`src/rtl/wb_trace_pkg.sv`:
```
// Shared types for the write-back trace buffer: capture FSM state encodings.
package wb_trace_pkg;

  typedef enum logic [2:0] {
    ST_IDLE = 3'd0,
    ST_PRE  = 3'd1,
    ST_POST = 3'd2,
    ST_DONE = 3'd3
  } state_e;

endpackage

```
`src/rtl/trace_ram.sv`:
```
// DEPTH x W trace storage, one write port and one registered read port; read data is valid the cycle after re_i.
module trace_ram #(
  parameter int W     = 8,
  parameter int DEPTH = 16,
  localparam int AW   = $clog2(DEPTH)
) (
  input  logic          clk_i,
  input  logic          rst_i,
  input  logic          we_i,
  input  logic [AW-1:0] waddr_i,
  input  logic [W-1:0]  wdata_i,
  input  logic          re_i,
  input  logic [AW-1:0] raddr_i,
  output logic [W-1:0]  rdata_o
);

  logic [W-1:0] mem_q [DEPTH];
  logic [W-1:0] rdata_q;

  always_ff @(posedge clk_i) begin
    if (we_i) mem_q[waddr_i] <= wdata_i;
  end

  // Only the output register is reset; array contents are don't-care after reset.
  always_ff @(posedge clk_i or posedge rst_i) begin
    if (rst_i)     rdata_q <= '0;
    else if (re_i) rdata_q <= mem_q[raddr_i];
  end

  assign rdata_o = rdata_q;

endmodule

```
`src/rtl/wb_trace_buffer.sv`:
```
// Circular trace of register-file writes with trigger and post-trigger window, drained by a pop port.
// Define TRACE_TIMESTAMP_EN to store a free-running cycle timestamp with each entry; otherwise rd_ts is 0.
module wb_trace_buffer
  import wb_trace_pkg::*;
#(
  parameter int DATA_W    = 32,
  parameter int REG_AW    = 5,
  parameter int DEPTH     = 16,
  parameter int TS_W      = 16,
  parameter int POST_TRIG = 8
) (
  input  logic                     clk,
  input  logic                     reset,
  input  logic                     arm,
  input  logic                     trig_en,
  input  logic [REG_AW-1:0]        trig_reg,
  input  logic                     wb_we,
  input  logic [REG_AW-1:0]        wb_rdest,
  input  logic [DATA_W-1:0]        wb_data,
  input  logic                     rd_req,
  output logic                     rd_valid,
  output logic [REG_AW-1:0]        rd_rdest,
  output logic [DATA_W-1:0]        rd_data,
  output logic [TS_W-1:0]          rd_ts,
  output logic [$clog2(DEPTH):0]   count,
  output logic                     overflow,
  output logic [2:0]               state
);

  localparam int AW = $clog2(DEPTH);
  localparam int CW = AW + 1;

  // Entry layout depends on module parameters, so it is declared here rather than in the package.
`ifdef TRACE_TIMESTAMP_EN
  typedef struct packed {
    logic [REG_AW-1:0] rdest;
    logic [DATA_W-1:0] data;
    logic [TS_W-1:0]   ts;
  } entry_t;
`else
  typedef struct packed {
    logic [REG_AW-1:0] rdest;
    logic [DATA_W-1:0] data;
  } entry_t;
`endif

  state_e          state_q;
  logic [AW-1:0]   wr_ptr_q, rd_ptr_q;
  logic [CW-1:0]   count_q, post_cnt_q;
  logic            ovf_q, rd_valid_q;
  logic            is_event, wr_en, rd_en, full, hit;
  entry_t          wr_ent, rd_ent;
  logic [$bits(entry_t)-1:0] rd_bits;

  assign is_event = wb_we && (wb_rdest != '0);
  assign wr_en    = is_event && !arm && (state_q == ST_PRE || state_q == ST_POST);
  assign rd_en    = rd_req && !arm && (state_q == ST_DONE) && (count_q != '0);
  assign full     = (count_q == CW'(DEPTH));
  assign hit      = trig_en && (wb_rdest == trig_reg);

  always_ff @(posedge clk or posedge reset) begin
    if (reset) begin
      state_q    <= ST_IDLE;
      wr_ptr_q   <= '0;
      rd_ptr_q   <= '0;
      count_q    <= '0;
      post_cnt_q <= '0;
      ovf_q      <= 1'b0;
      rd_valid_q <= 1'b0;
    end else begin
      rd_valid_q <= rd_en;
      if (arm) begin
        state_q  <= ST_PRE;
        wr_ptr_q <= '0;
        rd_ptr_q <= '0;
        count_q  <= '0;
        ovf_q    <= 1'b0;
      end else begin
        if (wr_en) begin
          wr_ptr_q <= wr_ptr_q + 1'b1;
          if (full) rd_ptr_q <= rd_ptr_q + 1'b1;
          else      count_q  <= count_q + 1'b1;
        end
        if (rd_en) begin
          rd_ptr_q <= rd_ptr_q + 1'b1;
          count_q  <= count_q - 1'b1;
        end
        case (state_q)
          ST_PRE: if (wr_en) begin
            if (full) ovf_q <= 1'b1;
            if (hit) begin
              post_cnt_q <= CW'(POST_TRIG);
              state_q    <= (POST_TRIG == 0) ? ST_DONE : ST_POST;
            end else if (!trig_en && count_q == CW'(DEPTH - 1)) begin
              state_q <= ST_DONE;
            end
          end
          ST_POST: if (wr_en) begin
            post_cnt_q <= post_cnt_q - 1'b1;
            if (post_cnt_q == CW'(1)) state_q <= ST_DONE;
          end
          default: ;
        endcase
      end
    end
  end

`ifdef TRACE_TIMESTAMP_EN
  logic [TS_W-1:0] ts_q;
  always_ff @(posedge clk or posedge reset) begin
    if (reset) ts_q <= '0;
    else       ts_q <= ts_q + 1'b1;
  end
  assign wr_ent.ts = ts_q;
  assign rd_ts     = rd_ent.ts;
`else
  assign rd_ts = '0;
`endif

  assign wr_ent.rdest = wb_rdest;
  assign wr_ent.data  = wb_data;

  trace_ram #(
    .W     ($bits(entry_t)),
    .DEPTH (DEPTH)
  ) u_ram (
    .clk_i   (clk),
    .rst_i   (reset),
    .we_i    (wr_en),
    .waddr_i (wr_ptr_q),
    .wdata_i (wr_ent),
    .re_i    (rd_en),
    .raddr_i (rd_ptr_q),
    .rdata_o (rd_bits)
  );

  assign rd_ent   = rd_bits;
  assign rd_rdest = rd_ent.rdest;
  assign rd_data  = rd_ent.data;
  assign rd_valid = rd_valid_q;
  assign count    = count_q;
  assign overflow = ovf_q;
  assign state    = state_q;

endmodule

```
`config.mk`:
```
export PLATFORM = sky130hd
export DESIGN_NAME = wb_trace_buffer
export DESIGN_NICKNAME = d
export VERILOG_FILES = /design/src/rtl/wb_trace_pkg.sv /design/src/rtl/trace_ram.sv /design/src/rtl/wb_trace_buffer.sv
export SDC_FILE = /design/constraint.sdc
export NUM_CORES = 1
export LEC_CHECK = 0
export ABC_AREA = 1
export CAP_MARGIN = 20
export CELL_PAD_IN_SITES_DETAIL_PLACEMENT = 1
export CELL_PAD_IN_SITES_GLOBAL_PLACEMENT = 2
export CORE_ASPECT_RATIO = 1.4
export CORE_MARGIN = 2
export CORE_UTILIZATION = 44
export CTS_CLUSTER_SIZE = 40
export DETAILED_ROUTE_END_ITERATION = 8
export GPL_TIMING_DRIVEN = 0
export PLACE_DENSITY = 0.86
export SYNTH_ARGS = -nofsm -noshare
export SYNTH_HDL_FRONTEND = slang
export SYNTH_SLANG_ARGS = --single-unit
```
`constraint.sdc`:
```
create_clock -name clk -period 9.95 [get_ports clk]
set_clock_uncertainty 0.1 [all_clocks]
set_input_delay 1.4925 -clock clk [delete_from_list [all_inputs] [get_ports clk]]
set_output_delay 1.4925 -clock clk [all_outputs]
set_load 0.005 [all_outputs]
```
==> impl_metrics.json, run 1 <==
{
  "netSwitchingPower_mw": 2.32,
  "crit_type": "input pin to flip-flop",
  "grt_overflow": 0,
  "leakagePower_nw": 11.5,
  "area_share_of_the_largest_cell_type_after_synthesis": 0.663,
  "critical_path.endpoint_type": "flip-flop",
  "detail_route.wirelength_um": 86700,
  "synth-edff-count": 592,
  "initial_core_utilization": 0.443,
  "cts_sinks": 651,
  "ys_types": 29,
  "top_level_port_count": 111,
  "maxClockFrequency_mhz": 217,
  "tightest_slew_ns": 1.04,
  "hold_viol_final": 0,
  "die_h_um": 296,
  "worstReg2RegStart": "state[0]$_DFFE_PP0P_",
  "power_report.internal_total_mw": 5.12,
  "yosysSeqAreaShare": 0.718,
  "rrSetupSlack_ns": 6.78,
  "yosys.area.top_type": "edfxtp_1",
  "final_nets": 2634,
  "cts_tree": "built",
  "cp-endpoint": "u_ram.mem_q[15][23]$_DFFE_PP_",
  "core-area_um2": 60500,
  "synth_top_flop_cell": "edfxtp_1",
  "grt_pass1_wl_um": 127000,
  "mostFrequentLayoutCell": "nor2_1",
  "switching_share": 0.312,
  "timing.final.setup_violations": 0,
  "final_max_slew_viol_count": 0,
  "comb_pwr_share": 0.234,
  "drt_pass1_iterations": 5,
  "layout.cells.most_common_list": "nor2_1 (594), edfxtp_1 (592), nand2_1 (339), nand3_1 (230), o21ai_0 (155)",
  "min_path_type": "flip-flop to flip-flop",
  "ys_seq_elements": 651,
  "drt_iter0_drc": 1643,
  "max-cap-violations": 0,
  "crit_path_start_kind": "input pin",
  "number_of_hold_buffers_added_after_cts": 0,
  "row_count": 107,
  "dieArea_um2": 62900,
  "hp-start": "u_ram.rdata_o[36]$_DFFE_PP0P_",
  "power_density_nw_per_um2": 237,
  "timing.reg2reg.worst_path_depth": 8,
  "die-width_um": 213,
  "cts.repair_timing.setup_buffer_count": 0,
  "grt_max_degree": 52,
  "synthCells": 2377,
  "rr_endpoint": "u_ram.mem_q[15][23]$_DFFE_PP_",
  "layout.cell_area.non_filler_um2": 31500,
  "cp_max_fo": 22,
  "power.ir.vdd_worst_v": 0.000151,
  "worstPathArrival_ns": 4.82,
  "cp.required_ns": 10.16,
  "placement.cell_area_um2": 29300,
  "routabilityCongestion": 0.802,
  "post_cts.resized_instances": 0,
  "synth.yosys.warnings": 0,
  "cts.reportedPaths.clkPinSlew_ns": 0.06,
  "cts_root_buffer": "clkbuf_16",
  "rsz0062_at_grt": "false",
  "synth.area.top_cells": "edfxtp_1 (66%), nor2_1 (8.5%), dfrtp_1 (5.5%), nand2_1 (4.7%), nand3_1 (4.3%)",
  "summed_negative_setup_slack_over_all_endpoints_ns": 0,
  "route.detailed.vias_per_inst": 5.55,
  "wire_per_inst_um": 25.2,
  "cts-buffers-inserted": 66,
  "max-clock-path-buffers": 3,
  "portBuffers": 93,
  "power.clock.fraction": 0.336,
  "relSlewSlack": 0.306,
  "hpwlAfterDp_um": 56500,
  "syn2layout_area_growth_pct": 17.4,
  "post-route-period-util": 0.464,
  "final.fill_count": 6503,
  "vias": 19135,
  "gr-usage-all-layers": 0.280,
  "post_route_cells_drive_above_1_share": 0.0838,
  "synth_area_per_cell_um2": 11.3,
  "initial_antenna_violation_count": 3,
  "worst_skew_pair.late_latency_ns": 0.63,
  "sequential_share_of_power": 0.431,
  "ant_nets": 0,
  "run_status": "finished clean",
  "postSynth.asyncResetShare": 0.0906,
  "grt_pass1_vias": 20693,
  "critPathLaunch": "wb_rdest[4]",
  "post_synthesis_cell_area_um2": 26800,
  "clock_tree.htree_level_count": 3,
  "final_period_minus_worst_setup_slack_ns": 4.61,
  "route.detailed.drc": 0
}
metal layers:
layer	track usage	routed length (um)	share of wire	up-vias
met4	0.150	4250	0.049	2
met1	0.331	32600	0.38	9591
met3	0.0351	5310	0.061	236
li1	-	-	-	8511
met5	0	9	0.00010	-
met2	0.499	44500	0.51	795
registers in the layout (all words and copies together) (netlist names):
| register | cells |
|---|---|
| wr_ptr_q | 4 |
| state | 2 |
| u_ram.rdata_o | 37 |
| u_ram.mem_q | 592 |
| rd_ptr_q | 4 |
| post_cnt_q | 5 |
| rd_valid | 1 |
| overflow | 1 |
| count | 5 |
kinds of logic (layout without fill, tap and decap cells):
kind of cell,after synthesis,in the layout,share of synthesized area
other,1,19,0.000140
XOR/XNOR,8,8,0.00261
flip-flops,651,651,0.718
AND/OR/NAND/NOR,1194,1194,0.180
adder cells (fa/ha/maj),14,14,0.00682
buffers and inverters,239,472,0.0407
AO/OA/AOI/OAI,270,270,0.0516
power groups by stage:
stage	Clock [mW]	Sequential, mW	Combinational [mW]
finish	2.50	3.21	1.74
global route	2.61	3.22	1.91
CTS	2.52	3.21	1.75
detailed placement	0	3.26	1.72
global placement	0	3.26	1.64
floorplan	0	3.25	0.942
cell type report:
class | count | area, um2 | area share
multi-input combinational | 1503 | 6630 | 0.211
buffer | 150 | 757 | 0.0241
inverter | 89 | 337 | 0.0107
timing repair buffer | 111 | 1310 | 0.0418
antenna | 2 | 5.00 | 0.000159
tap | 817 | 1020 | 0.0325
sequential | 651 | 19300 | 0.612
clock inverter | 24 | 248 | 0.00788
clock buffer | 98 | 1880 | 0.0599
worst min-delay path by stage:
stage / end / cells past startpoint
3_5_place_dp: u_ram.rdata_o[3]$_DFFE_PP0P_ / 2
4_1_cts: u_ram.rdata_o[3]$_DFFE_PP0P_ / 2
6_report: u_ram.rdata_o[36]$_DFFE_PP0P_ / 2
3_3_place_gp: post_cnt_q[1]$_DFFE_PP0P_ / 2
5_1_grt: u_ram.rdata_o[13]$_DFFE_PP0P_ / 2
2_1_floorplan: post_cnt_q[1]$_DFFE_PP0P_ / 2
Yosys cell counts (3+ instances only):
cell type	instances
a21oi_1	3
buf_1	16
buf_2	53
buf_4	34
clkbuf_1	47
dfrtp_1	59
edfxtp_1	592
ha_1	13
inv_1	87
nand2_1	339
nand3_1	230
nand4_1	9
nor2_1	610
o211ai_1	8
o21ai_0	155
o21ai_1	99
xnor2_1	3
xor2_1	5
worst max-delay path, cell delays in order:
cell and delay (ns):
clkdlybuf4s50_1 1.08, inv_1 0.14, nand3_1 0.19, nand3_2 0.18
inv_1 0.26, nand2_1 0.33, nor2_4 0.84, buf_12 0.27
through the flow:
| stage | worst slack [ns] | utilization | std cells | power (mW) | hold WS (ns) |
|---|---|---|---|---|---|
| global placement | 2.28 | 0.476 | 3303 | 4.90 | 0.360 |
| floorplan | 5.59 | - | 2393 | 4.20 | 0.342 |
| finish | 5.34 | 0.520 | 3445 | 7.44 | 0.377 |
| CTS | 5.26 | 0.520 | 3443 | 7.47 | 0.386 |
| global route | 5.13 | 0.520 | 3444 | 7.74 | 0.403 |
| detailed placement | 4.63 | 0.484 | 3321 | 4.99 | 0.369 |
(Power assumes the default switching activity.)
==> inputs of run 2 (changes only) <==
CORE_UTILIZATION = 37   (was 44)
PLACE_DENSITY = 0.77   (was 0.86)
clock period = 3.7 ns   (was 9.95 ns; I/O delays follow)
==> impl_metrics.json, run 2 (same netlist as run 1, synthesis figures left out) <==
{
  "run_status": "finished clean",
  "grt_pass1_wl_um": 129000,
  "leakagePower_nw": 11.6,
  "multi_input_comb_area_um2": 6660,
  "relSlewSlack": 0.308,
  "detail_route.wirelength_um": 89200,
  "placed_cells_incl_taps": 3447,
  "dieArea_um2": 74600,
  "max-cap-violations": 0,
  "met1_usage": 0.290,
  "post_route_cells_drive_above_1_share": 0.0903,
  "initial_core_utilization": 0.375,
  "cts_tree": "built",
  "grt_most_used_layer": "met2",
  "timing.reg2reg.worst_path_depth": 8,
  "initial_antenna_violation_count": 1,
  "rsz0062_at_grt": "false",
  "layout.cells.most_common_list": "nor2_1 (594), edfxtp_1 (592), nand2_1 (339), nand3_1 (230), o21ai_0 (155)",
  "maxClockFrequency_mhz": 288,
  "global_route.usage.met3": 0.0273,
  "route.detailed.drc": 0,
  "rrSetupSlack_ns": 0.53,
  "crit_slowest_cell": "clkdlybuf4s50_1",
  "drt_pass1_iterations": 5,
  "gr-usage-all-layers": 0.239,
  "grtUsageMet2": 0.429,
  "core-area_um2": 71600,
  "min_path_type": "input pin to asynchronous set/reset pin",
  "wire_per_inst_um": 24.9,
  "final_nets": 2645,
  "post-layout-total-power_mw": 20.4,
  "cts-buffers-inserted": 67,
  "rr_endpoint": "u_ram.mem_q[5][17]$_DFFE_PP_",
  "regMostFlops": "u_ram.mem_q",
  "post-route-period-util": 0.939,
  "final_period_minus_worst_setup_slack_ns": 3.48,
  "crit_type": "input pin to flip-flop",
  "tightest_slew_ns": 1.04,
  "routabilityCongestion": 0.803,
  "antenna_cells_inserted": 0,
  "drt_iter0_drc": 1560,
  "cts.reportedPaths.clkPinSlew_ns": 0.07,
  "hpwlAfterDp_um": 58100,
  "worstReg2RegStart": "state[0]$_DFFE_PP0P_",
  "vias": 18872,
  "ant_nets": 0,
  "cp_max_fo": 19,
  "cp.required_ns": 3.92,
  "stdcell_count": 3581,
  "critical_path.endpoint_type": "flip-flop",
  "row_count": 116,
  "max-clock-path-buffers": 3,
  "final_max_slew_viol_count": 0,
  "cp_slowest_stage_delay_ns": 0.96,
  "cts_sinks": 651,
  "layout.cell_area.non_filler_um2": 31800,
  "route.detailed.vias_per_inst": 5.27,
  "die-width_um": 231,
  "placement.cell_area_um2": 29500,
  "grt_pass1_vias": 20004,
  "crit_path_start_kind": "input pin",
  "crit_path_cell_chain": "clkdlybuf4s50_1, nor2_1, nand3_1, nand3_2, inv_1, nand2_1, nor2_4, buf_16",
  "largest_register_ff_count": 592,
  "mostFrequentLayoutCell": "nor2_1",
  "grt_overflow": 0,
  "sequential_cell_area_um2": 19300,
  "top_level_port_count": 111,
  "syn2layout_area_growth_pct": 18.8,
  "worst_skew_pair.late_latency_ns": 0.62,
  "cts_root_buffer": "clkbuf_16",
  "number_of_hold_buffers_added_after_cts": 0,
  "grt_max_degree": 52,
  "power.ir.vdd_worst_v": 0.000303,
  "final.fill_count": 7604,
  "clock_tree.htree_level_count": 3,
  "die_h_um": 322,
  "power_density_nw_per_um2": 640,
  "hold_viol_final": 0,
  "timing.final.setup_violations": 0,
  "worstPathArrival_ns": 3.70,
  "portBuffers": 93
}
[run 2: routing by layer]
layer,vias up,routed length [um]
met3,175,4530
li1,8520,-
met2,610,45500
met5,-,0
met1,9567,35500
met4,0,3710
[run 2: cell type report]
| cell class | count | area share |
|---|---|---|
| sequential | 651 | 0.605 |
| multi-input combinational | 1506 | 0.209 |
| clock buffer | 96 | 0.0614 |
| timing repair buffer | 118 | 0.0431 |
| tap | 944 | 0.0371 |
| buffer | 150 | 0.0238 |
| inverter | 89 | 0.0106 |
| clock inverter | 27 | 0.00971 |
[run 2: critical path, delay by kind of cell]
kind | cells | cell delay (ns)
buf+inv | 3 | 1.48
simple gates | 5 | 1.62
[run 2: power breakdown]
part           leakage, nW  internal [mW]  switching, mW  total [mW]
combinational         4.42           1.54           3.13        4.66
sequential            6.09           8.41          0.213        8.62
clock                 1.11           4.17           2.91        7.08
[run 2: stage by stage]
step                hold slack, ns  TNS [ns]   util  worst slack [ns]
floorplan                    0.342         0      -             0.276
global placement             0.357  -1708.10  0.405             -3.10
detailed placement           0.369   -272.99  0.412            -0.734
CTS                         0.0799         0  0.443             0.175
global route                 0.118         0  0.445           0.00382
finish                      0.0965         0  0.445             0.224
[run 2: what timing repair did]
item	CTS	global route
endpoints found under the setup margin	54	110
buffers inserted	0	8
cloned	1	2
pin swaps	1	5
resized for setup	1	4
[run 2: worst max path at each step]
stage | cells past startpoint | slack [ns] | startpoint | to
after detailed placement | 8 | -0.73 | wb_rdest[4] | u_ram.mem_q[15][17]$_DFFE_PP_
after floorplan | 6 | 0.28 | arm | u_ram.mem_q[11][0]$_DFFE_PP_
after global routing | 8 | 0.004 | wb_rdest[3] | u_ram.mem_q[13][23]$_DFFE_PP_
after CTS | 7 | 0.17 | wb_rdest[2] | u_ram.mem_q[15][35]$_DFFE_PP_
final | 8 | 0.22 | wb_rdest[0] | u_ram.mem_q[5][17]$_DFFE_PP_
after global placement | 7 | -3.10 | wb_rdest[4] | u_ram.mem_q[15][17]$_DFFE_PP_
==> inputs of run 3 (changes only) <==
HOLD_SLACK_MARGIN = 0.05   (was not set)
==> results of run 3 <==
Final layout, timing and power as in run 2 (identical DEF).
